===== config.mk =====
export PLATFORM = sky130hd
export DESIGN_NAME = riscv_lsu_flat
export DESIGN_NICKNAME = d
export VERILOG_FILES = /design/src/rtl/riscv_lsu_pkg.sv /design/src/rtl/riscv_lsu_if.sv /design/src/rtl/riscv_lsu_align.sv /design/src/rtl/riscv_lsu.sv /design/src/flat_wrapper.sv
export SDC_FILE = /design/constraint.sdc
export NUM_CORES = 1
export LEC_CHECK = 0
export CORE_ASPECT_RATIO = 0.8
export CORE_UTILIZATION = 50
export CTS_BUF_LIST = sky130_fd_sc_hd__clkbuf_16
export DETAILED_ROUTE_END_ITERATION = 6
export PLACE_DENSITY = 0.87
export SLEW_MARGIN = 30
export SYNTH_ARGS = -nofsm -noshare
export SYNTH_HDL_FRONTEND = slang
export SYNTH_HIERARCHICAL = 1
export SYNTH_SLANG_ARGS = --single-unit
export TNS_END_PERCENT = 20

===== constraint.sdc =====
create_clock -name clk -period 4 [get_ports clk]
set_input_delay 0.8 -clock clk [delete_from_list [all_inputs] [get_ports clk]]
set_output_delay 0.8 -clock clk [all_outputs]
set_load 0.02 [all_outputs]

===== src/rtl/riscv_lsu_pkg.sv =====
// Shared types and constants for the RV32I load/store unit.
// Holds the FSM state encoding and the funct3 width/sign codes.
package riscv_lsu_pkg;

    typedef enum logic [1:0] {
        IDLE   = 2'd0,
        ACCESS = 2'd1,
        WRITE  = 2'd2
    } lsu_state_t;

    localparam logic [2:0] F3_B  = 3'd0;
    localparam logic [2:0] F3_H  = 3'd1;
    localparam logic [2:0] F3_W  = 3'd2;
    localparam logic [2:0] F3_BU = 3'd4;
    localparam logic [2:0] F3_HU = 3'd5;

    // Stores only know B/H/W; loads additionally allow the unsigned forms.
    function automatic logic f3_illegal(input logic we, input logic [2:0] f3);
        if (we) begin
            return (f3 != F3_B) && (f3 != F3_H) && (f3 != F3_W);
        end
        return (f3 != F3_B) && (f3 != F3_H) && (f3 != F3_W) &&
               (f3 != F3_BU) && (f3 != F3_HU);
    endfunction

endpackage


===== src/rtl/riscv_lsu_if.sv =====
// Core request/response and RAM data-port signals of the load/store unit.
// The LSU uses the slave view; the core/RAM side uses the master view.
interface riscv_lsu_if #(
    parameter int WORD_LENGTH = 32
);
    logic                   req_valid;
    logic                   req_ready;
    logic                   req_we;
    logic [2:0]             req_funct3;
    logic [WORD_LENGTH-1:0] req_addr;
    logic [WORD_LENGTH-1:0] req_wdata;
    logic                   resp_valid;
    logic [WORD_LENGTH-1:0] resp_rdata;
    logic                   resp_fault;
    logic [WORD_LENGTH-1:0] mem_addr;
    logic                   mem_write_en;
    logic [WORD_LENGTH-1:0] mem_wdata;
    logic [WORD_LENGTH-1:0] mem_dout;

    modport slave (
        input  req_valid, req_we, req_funct3, req_addr, req_wdata, mem_dout,
        output req_ready, resp_valid, resp_rdata, resp_fault,
               mem_addr, mem_write_en, mem_wdata
    );

    modport master (
        output req_valid, req_we, req_funct3, req_addr, req_wdata, mem_dout,
        input  req_ready, resp_valid, resp_rdata, resp_fault,
               mem_addr, mem_write_en, mem_wdata
    );
endinterface


===== src/rtl/riscv_lsu_align.sv =====
// Combinational data path: load extraction/extension and sub-word store merge.
// The RAM word is always read starting at the access address, so data sits in the low bits.
module riscv_lsu_align
    import riscv_lsu_pkg::*;
#(
    parameter int WORD_LENGTH = 32
) (
    input  logic [2:0]             funct3_i,
    input  logic [WORD_LENGTH-1:0] dout_i,
    input  logic [15:0]            wdata_i,
    output logic [WORD_LENGTH-1:0] load_data_o,
    output logic [WORD_LENGTH-1:0] merged_o
);

    always_comb begin
        load_data_o = '0;
        case (funct3_i)
            F3_B:    load_data_o = {{(WORD_LENGTH-8){dout_i[7]}}, dout_i[7:0]};
            F3_H:    load_data_o = {{(WORD_LENGTH-16){dout_i[15]}}, dout_i[15:0]};
            F3_W:    load_data_o = dout_i;
            F3_BU:   load_data_o = {{(WORD_LENGTH-8){1'b0}}, dout_i[7:0]};
            F3_HU:   load_data_o = {{(WORD_LENGTH-16){1'b0}}, dout_i[15:0]};
            default: load_data_o = '0;
        endcase
    end

    always_comb begin
        merged_o = dout_i;
        case (funct3_i)
            F3_B:    merged_o = {dout_i[WORD_LENGTH-1:8], wdata_i[7:0]};
            F3_H:    merged_o = {dout_i[WORD_LENGTH-1:16], wdata_i[15:0]};
            default: merged_o = dout_i;
        endcase
    end

endmodule


===== src/rtl/riscv_lsu.sv =====
// RV32I load/store unit in front of a byte-addressed RAM with a 4-byte write port.
// Sub-word stores are read-modify-write through an extra WRITE state.
module riscv_lsu
    import riscv_lsu_pkg::*;
#(
    parameter int WORD_LENGTH = 32,
    parameter int NUM_MEM     = 16384
) (
    input  logic         clk,
    input  logic         rst,
    riscv_lsu_if.slave   bus
);

    localparam logic [WORD_LENGTH-1:0] MAX_ADDR = WORD_LENGTH'(NUM_MEM - 4);

    lsu_state_t             state_q, state_d;
    logic                   we_q, we_d;
    logic [2:0]             funct3_q, funct3_d;
    logic [WORD_LENGTH-1:0] addr_q, addr_d;
    logic [WORD_LENGTH-1:0] wdata_q, wdata_d;
    logic [WORD_LENGTH-1:0] merged_q, merged_d;

    logic [WORD_LENGTH-1:0] load_data;
    logic [WORD_LENGTH-1:0] merged;
    logic                   fault;

    riscv_lsu_align #(
        .WORD_LENGTH (WORD_LENGTH)
    ) u_align (
        .funct3_i    (funct3_q),
        .dout_i      (bus.mem_dout),
        .wdata_i     (wdata_q[15:0]),
        .load_data_o (load_data),
        .merged_o    (merged)
    );

    assign fault = (addr_q > MAX_ADDR) || f3_illegal(we_q, funct3_q);

    always_ff @(posedge clk) begin
        if (rst) begin
            state_q  <= IDLE;
            we_q     <= 1'b0;
            funct3_q <= '0;
            addr_q   <= '0;
            wdata_q  <= '0;
            merged_q <= '0;
        end else begin
            state_q  <= state_d;
            we_q     <= we_d;
            funct3_q <= funct3_d;
            addr_q   <= addr_d;
            wdata_q  <= wdata_d;
            merged_q <= merged_d;
        end
    end

    always_comb begin
        state_d          = state_q;
        we_d             = we_q;
        funct3_d         = funct3_q;
        addr_d           = addr_q;
        wdata_d          = wdata_q;
        merged_d         = merged_q;
        bus.req_ready    = 1'b0;
        bus.resp_valid   = 1'b0;
        bus.resp_rdata   = '0;
        bus.resp_fault   = 1'b0;
        bus.mem_addr     = '0;
        bus.mem_write_en = 1'b0;
        bus.mem_wdata    = '0;

        case (state_q)
            IDLE: begin
                bus.req_ready = 1'b1;
                if (bus.req_valid) begin
                    we_d     = bus.req_we;
                    funct3_d = bus.req_funct3;
                    addr_d   = bus.req_addr;
                    wdata_d  = bus.req_wdata;
                    state_d  = ACCESS;
                end
            end
            ACCESS: begin
                bus.mem_addr = addr_q;
                if (fault) begin
                    bus.resp_valid = 1'b1;
                    bus.resp_fault = 1'b1;
                    state_d        = IDLE;
                end else if (!we_q) begin
                    bus.resp_valid = 1'b1;
                    bus.resp_rdata = load_data;
                    state_d        = IDLE;
                end else if (funct3_q == F3_W) begin
                    bus.mem_write_en = 1'b1;
                    bus.mem_wdata    = wdata_q;
                    bus.resp_valid   = 1'b1;
                    state_d          = IDLE;
                end else begin
                    merged_d = merged;
                    state_d  = WRITE;
                end
            end
            WRITE: begin
                bus.mem_addr     = addr_q;
                bus.mem_write_en = 1'b1;
                bus.mem_wdata    = merged_q;
                bus.resp_valid   = 1'b1;
                state_d          = IDLE;
            end
            default: state_d = IDLE;
        endcase

        // Reset is synchronous, so the outputs must be silenced combinationally or
        // an in-flight write would still commit on the reset edge.
        if (rst) begin
            bus.req_ready    = 1'b0;
            bus.resp_valid   = 1'b0;
            bus.resp_rdata   = '0;
            bus.resp_fault   = 1'b0;
            bus.mem_addr     = '0;
            bus.mem_write_en = 1'b0;
            bus.mem_wdata    = '0;
        end
    end

endmodule


===== src/flat_wrapper.sv =====
// flat-port wrapper written by rule: the top's interface ports become plain ports
module riscv_lsu_flat import riscv_lsu_pkg::*;
#(
    parameter int WORD_LENGTH = 32,
    parameter int NUM_MEM     = 16384
)
  (clk, rst, bus_req_valid, bus_req_we, bus_req_funct3, bus_req_addr, bus_req_wdata, bus_mem_dout, bus_req_ready, bus_resp_valid, bus_resp_rdata, bus_resp_fault, bus_mem_addr, bus_mem_write_en, bus_mem_wdata);
  riscv_lsu_if #(.WORD_LENGTH(WORD_LENGTH)) bus_i ();
  input  logic clk;
  input  logic rst;
  input wire logic [$bits(bus_i.req_valid)-1:0] bus_req_valid;
  input wire logic [$bits(bus_i.req_we)-1:0] bus_req_we;
  input wire logic [$bits(bus_i.req_funct3)-1:0] bus_req_funct3;
  input wire logic [$bits(bus_i.req_addr)-1:0] bus_req_addr;
  input wire logic [$bits(bus_i.req_wdata)-1:0] bus_req_wdata;
  input wire logic [$bits(bus_i.mem_dout)-1:0] bus_mem_dout;
  output wire logic [$bits(bus_i.req_ready)-1:0] bus_req_ready;
  output wire logic [$bits(bus_i.resp_valid)-1:0] bus_resp_valid;
  output wire logic [$bits(bus_i.resp_rdata)-1:0] bus_resp_rdata;
  output wire logic [$bits(bus_i.resp_fault)-1:0] bus_resp_fault;
  output wire logic [$bits(bus_i.mem_addr)-1:0] bus_mem_addr;
  output wire logic [$bits(bus_i.mem_write_en)-1:0] bus_mem_write_en;
  output wire logic [$bits(bus_i.mem_wdata)-1:0] bus_mem_wdata;
  assign bus_i.req_valid = bus_req_valid;
  assign bus_i.req_we = bus_req_we;
  assign bus_i.req_funct3 = bus_req_funct3;
  assign bus_i.req_addr = bus_req_addr;
  assign bus_i.req_wdata = bus_req_wdata;
  assign bus_i.mem_dout = bus_mem_dout;
  assign bus_req_ready = bus_i.req_ready;
  assign bus_resp_valid = bus_i.resp_valid;
  assign bus_resp_rdata = bus_i.resp_rdata;
  assign bus_resp_fault = bus_i.resp_fault;
  assign bus_mem_addr = bus_i.mem_addr;
  assign bus_mem_write_en = bus_i.mem_write_en;
  assign bus_mem_wdata = bus_i.mem_wdata;
  riscv_lsu #(.WORD_LENGTH(WORD_LENGTH), .NUM_MEM(NUM_MEM)) u_core (.clk(clk), .rst(rst), .bus(bus_i));
endmodule

==> results of run 1 <==
power breakdown:
part	switching [mW]	internal (mW)
sequential	0.0321	1.06
combinational	0.210	0.222
clock	0.363	0.538
final timing paths:
check,to,depth (start not counted),start,slack [ns]
hold reg to reg,u_core/wdata_q[24],2,u_core/wdata_q[24],0.46
setup / recovery,bus_resp_rdata[2],6,u_core/addr_q[14],0.18
hold / removal,u_core/wdata_q[24],2,u_core/wdata_q[24],0.46
setup reg to reg,u_core/merged_q[13],6,u_core/addr_q[14],1.80
Yosys cell counts (all sizes together) (7+ instances only):
cell | number | area (um^2)
o2bb2ai | 8 | 70.1
nor4 | 7 | 92.6
clkbuf | 42 | 160
buf | 36 | 273
nand2b | 65 | 407
a21oi | 69 | 345
o21ai | 20 | 100
mux2 | 16 | 180
mux2i | 56 | 561
and2 | 42 | 264
a22o | 32 | 280
nor3b | 35 | 424
nand2 | 138 | 518
dfxtp | 102 | 2040
area by class of cell:
| class | count | area, um^2 | share of cell area [%] |
|---|---|---|---|
| multi-input combinational | 513 | 3450 | 42.2 |
| clock inverter | 6 | 77.6 | 0.949 |
| tap | 148 | 185 | 2.27 |
| sequential | 102 | 2040 | 25.0 |
| timing repair buffer | 220 | 2180 | 26.7 |
| inverter | 2 | 7.51 | 0.0919 |
| clock buffer | 9 | 225 | 2.76 |
kinds of logic (layout without fill, tap and decap cells):
logic type / after synthesis / in the layout / synth area share, %
flip-flops: 102 / 102 / 34.5
AND/OR/NAND/NOR: 307 / 307 / 31.2
multiplexers: 72 / 72 / 12.5
adder cells (fa/ha/maj): 3 / 3 / 0.634
AO/OA/AOI/OAI: 131 / 131 / 13.7
buffers and inverters: 80 / 237 / 7.44
worst max-delay path: cells and delay by family, from the launching register on:
family	cells	cell delay, ns
buffers and inverters	2	0.89
flip-flops	1	0.33
AND/OR/NAND/NOR	4	1.45
placed cells by master (no fill, tap or decap), types with 4 or more instances in the layout:
cell type          n
a21oi_1           69
a22o_1            32
and2_1            40
buf_4             16
clkbuf_16          9
clkdlybuf4s50_1  195
dfxtp_1          100
dlymetal6s2s_1     6
mux2_2            16
mux2i_1           56
nand2_1          137
nand2b_1          65
nand4_1            4
nor2b_1            4
nor3b_1            4
nor3b_2           30
o21ai_0           19
o2bb2ai_1          8
sequential cells by signal, indices dropped and copies added (netlist names):
name,cells
u_core/addr_q,32
u_core/merged_q,32
u_core/wdata_q,32
u_core/funct3_q,3
u_core/state_q,2
u_core/we_q,1
metal layers:
metal,wire [um],share of wire (%),vias up,global-route usage (%)
met4,304,1.8,0,10.2
met1,7080,41,2667,32.5
met5,0,0,-,0
met3,1240,7.2,27,7.05
li1,-,-,2646,-
met2,8470,50,180,48.0
repair_timing:
item | 4_1_cts | 5_1_grt
gates resized for setup | 0 | 8
setup endpoints to repair | 0 | 61
setup buffers | 0 | 1
==> summary.md, run 1 <==
| Metric | Value |
|---|---|
| FFs w/ async S/R, synth | `0%` |
| Setup CP Type | `flop to output pin` |
| Status | `finished clean` |
| Mapped Avg Cell Area | `8.51 um^2` |
| WHS | `0.460 ns` |
| Largest net degree at the start of global routing | `134` |
| Max Fanout on Critical Path | `33` |
| EDFF count, synth | `0` |
| Syn Std Cell Area | `5920 um^2` |
| Clock-pin slew on the worst setup and hold paths | `0.07 ns` |
| Worst-Margin Slew | `0.870 ns` |
| Vias per std cell | `5.52` |
| Area growth, synth to finish | `38.1%` |
| Number of port buffers | `202` |
| Clock Tree Root | `clkbuf_16` |
| Hold Vio Cnt, Final | `0` |
| Ports | `203` |
| DR vias | `5520` |
| #FFs+latches synth | `102` |
| Clock latency on the worst-skew pair | `0.34 ns` |
| Placer congestion estimate | `0.807` |
| Relative slew margins | `41.8%` |
| Area after DPL | `7840 um^2` |
| Crit end category | `output pin` |
| TritonCTS clock tree | `done` |
| GRT Resource Usage Total | `27.6%` |
| RSZ-0062 raised after global routing | `false` |
| YS warnings | `6` |
| Final worst setup slack | `0.175 ns` |
| Mapped Cells | `695` |
| CP Launch Type | `flop` |
| CP max-delay cell | `or4b_2` |
| Pre-CTS setup slack | `0.313 ns` |
| Crit-path max cell delay | `0.69 ns` |
| Primary FF master, synth | `dfxtp_1` |
| DRC Markers | `0` |
| Mapped Nets | `801` |
| DIE WIDTH | `124 um` |
| Wirelength, routed | `17100 um` |
| MaxCap Viol Count | `0` |
| Placed cells | `984` |
| Post-DP HPWL | `11600 um` |
| Initial antenna violation count | `0` |
| Wire length per cell | `17.1 um` |
| First-pass DRT Iterations | `5` |
| Fillers | `900` |
| Hold-fix buffers at CTS | `0` |
| Setup Skew | `0.00787 ns` |
| Library cells used by synthesis | `39` |
| Drt first-iter violations | `375` |
| Die outline height | `99.3 um` |
| Pwr Total | `2.43 mW` |
| Critical Path RT | `3.20 ns` |
| HP Class | `flop to flop` |
| Pwr/cell area | `297 nW/um^2` |
| Tmin final | `3.82 ns` |
| Max Slew Vio Count | `0` |
| Initial Util | `51.4%` |
| First-pass GRT wire length | `26600 um` |
| Peak VDD IR | `189 uV` |
| Leak | `2.93 nW` |
| Share of layout cells above drive strength 1 | `11.0%` |
| Grt ovf | `0` |
| Final core occ | `70.9%` |
| Post-DRT Antenna Nets | `0` |
| ANT cells | `0` |
| Arrival @ worst endpoint | `3.02 ns` |
| Clock tree buffer depth | `2` |
| TritonCTS Buffers | `9` |
| Crit share post-route | `95.6%` |
| Post-route setup TNS | `0 ns` |
| Clock H-tree levels | `3` |
| Seq/Total Area, Yosys | `34.5%` |
| F_max | `261 MHz` |
| CTS sink cnt | `102` |
| # setup viols final | `0` |
| Core Rows | `35` |
| Die Footprint | `12300 um^2` |
| Core area | `11500 um^2` |
| Vias in the first global route | `5443` |
| Non-filler cells, final | `1000` |
| Final Cell Area | `8170 um^2` |
| Crit-path cells | `nor4_2, nand4_2, or4b_2, buf_6, nor3b_2, clkdlybuf4s50_1` |
| Nets | `954` |
Note: power is estimated with default switching activity, not from simulation.
==> run 2: changes to the inputs <==
--- a/config.mk
+++ b/config.mk
@@ -6,9 +6,10 @@
 export NUM_CORES = 1
 export LEC_CHECK = 0
+export ABC_AREA = 0
 export CORE_ASPECT_RATIO = 0.8
 export CORE_UTILIZATION = 50
 export CTS_BUF_LIST = sky130_fd_sc_hd__clkbuf_16
 export DETAILED_ROUTE_END_ITERATION = 6
-export PLACE_DENSITY = 0.87
+export PLACE_DENSITY = 0.95
 export SLEW_MARGIN = 30
 export SYNTH_ARGS = -nofsm -noshare
==> constraint.sdc (replaced) <==
create_clock -name clk -period 4 [get_ports clk]
set_input_delay 0.8 -clock clk [delete_from_list [all_inputs] [get_ports clk]]
set_output_delay 0.8 -clock clk [all_outputs]
set_load 0.1 [all_outputs]
==> run 2 against run 1 <==
Clock skew is 0.0011 ns lower. Total power fell by 1.6%. Wire length grew 5.2%. Critical path type unchanged. First-iteration DRC count shrank 6.1%. Clock power shrank 12%.
==> summary.md, run 2 (synthesis results as in run 1) <==
| Metric | Value |
|---|---|
| Relative slew margins | `38.0%` |
| Final Cell Area | `9100 um^2` |
| Tmin final | `3.88 ns` |
| Ports | `203` |
| GRT busiest layer | `met2` |
| Crit share post-route | `96.9%` |
| RSZ-0062 raised after global routing | `false` |
| Number of port buffers | `202` |
| WHS | `0.455 ns` |
| Crit end category | `output pin` |
| Arrival @ worst endpoint | `3.08 ns` |
| Setup Skew | `0.00674 ns` |
| Peak VDD IR | `258 uV` |
| Nets | `954` |
| Status | `finished clean` |
| CTS sink cnt | `102` |
| TritonCTS clock tree | `done` |
| Pwr Total | `2.39 mW` |
| Core Rows | `35` |
| CP max-delay cell | `or4b_2` |
| Hold-fix buffers at CTS | `0` |
| Vias in the first global route | `5684` |
| Commonest non-fill, non-tap cell in the layout | `nand2_1` |
| Die outline height | `99.3 um` |
| Postcts setup bufs | `0` |
| Share of layout cells above drive strength 1 | `22.8%` |
| First-pass DRT Iterations | `5` |
| Crit-path cells | `o21ai_0, nand4_2, or4b_2, buf_4, nor3b_1, buf_12` |
| Initial Util | `51.4%` |
| Setup CP Type | `flop to output pin` |
| # setup viols final | `0` |
| Die Footprint | `12300 um^2` |
| Area after DPL | `8830 um^2` |
| F_max | `258 MHz` |
| Routing usage on met1 | `36.3%` |
| Sw frac | `28.2%` |
| Worst-Margin Slew | `0.921 ns` |
| Multi-input gate area in the final layout | `3450 um^2` |
| First-pass GRT wire length | `28700 um` |
| Most frequent cells in the layout | `137 x nand2_1, 101 x clkdlybuf4s50_1, 100 x dfxtp_1` |
| Flop pwr share | `45.8%` |
| Grt ovf | `0` |
| Reg area | `2040 um^2` |
| Clock Tree Root | `clkbuf_16` |
| CP Launch Type | `flop` |
| Placed cells | `985` |
| Hold Vio Cnt, Final | `0` |
| Core area | `11500 um^2` |
| Top delay family on crit path | `simple AND/OR/NAND/NOR gates` |
| Post-DRT Antenna Nets | `0` |
| Clock H-tree levels | `3` |
| Wire length per cell | `18.0 um` |
| Fillers | `733` |
| Buf+Inv Stages, Crit Path | `2` |
| HP Class | `flop to flop` |
| Vias per std cell | `5.53` |
| Met2 Use GR | `51.7%` |
| Clock tree buffer depth | `2` |
| Drt first-iter violations | `352` |
| Pwr/cell area | `262 nW/um^2` |
| MaxCap Viol Count | `0` |
| TritonCTS Buffers | `9` |
| Clock latency on the worst-skew pair | `0.34 ns` |
| Post-CTS sizing | `0` |
| Clock-pin slew on the worst setup and hold paths | `0.07 ns` |
| Initial antenna violation count | `1` |
| Placer congestion estimate | `0.782` |
| Clk pwr share | `33.0%` |
| GRT Resource Usage Total | `30.0%` |
| Max Fanout on Critical Path | `33` |
| Max Slew Vio Count | `0` |
| Post-DP HPWL | `12700 um` |
| Leak | `3.26 nW` |
| Area growth, synth to finish | `53.8%` |
| Met3 GRT Util | `7.51%` |
| Wirelength, routed | `18000 um` |
| DIE WIDTH | `124 um` |
| Crit-path max cell delay | `0.69 ns` |
| DR vias | `5538` |
| Non-filler cells, final | `1001` |
| P_int | `1.71 mW` |
| Critical Path RT | `3.20 ns` |
| DRC Markers | `0` |
| Psw | `0.674 mW` |
| Biggest regs | `u_core/addr_q: 32 flops, u_core/merged_q: 32 flops, u_core/wdata_q: 32 flops` |
| Logic gate share of total power | `21.2%` |
| Largest net degree at the start of global routing | `81` |
run 2: cell types whose count changed in the layout (fill, tap and decap cells not counted), sizes merged, moves of 2 or more:
cell and change:
buf +100, bufinv -2, dlymetal6s2s -6, inv +2, clkdlybuf4s50 -94, clkinvlp +2
clkinv -2
run 2: worst paths after layout:
check                startpoint                 end  slack [ns]  cells after the start
min          u_core/wdata_q[16]  u_core/wdata_q[16]        0.45                      2
max          u_core/funct3_q[0]  bus_resp_rdata[31]        0.12                      6
min reg2reg  u_core/wdata_q[16]  u_core/wdata_q[16]        0.45                      2
max reg2reg  u_core/funct3_q[0]   u_core/state_q[1]        1.69                      5
run 2: through the flow:
step           setup TNS, ns  utilization (%)  worst slack [ns]
2_1_floorplan          -1.40                -            -0.700
3_3_place_gp               0             76.7             0.551
3_5_place_dp               0             76.7             0.481
4_1_cts                    0             79.0            0.0982
5_1_grt                    0             79.0            0.0204
6_report                   0             79.0             0.123
run 2: power groups by stage:
stage	registers [mW]	logic [mW]	clock network, mW
after floorplan	1.11	0.312	0
after global placement	1.11	0.486	0
after detailed placement	1.12	0.501	0
after CTS	1.09	0.504	0.801
after global routing	1.10	0.544	0.854
final	1.09	0.506	0.789
run 2: per-layer routing:
metal	vias to the layer above	share of wire, %
li1	2645	-
met1	2646	41
met2	216	50
met3	31	7.1
met4	0	2.0
met5	-	0
run 2: area by class of cell:
type | count | area share [%]
multi-input combinational | 513 | 37.9
tap | 148 | 2.04
timing repair buffer | 220 | 34.5
antenna | 1 | 0.0275
sequential | 102 | 22.5
clock buffer | 9 | 2.48
inverter | 2 | 0.0825
clock inverter | 6 | 0.440
run 2: tightest hold or removal path, stage by stage, from the launching register on:
cell,delay [ns]
dfxtp_1,0.31
nand2_1,0.05
a21oi_1,0.05
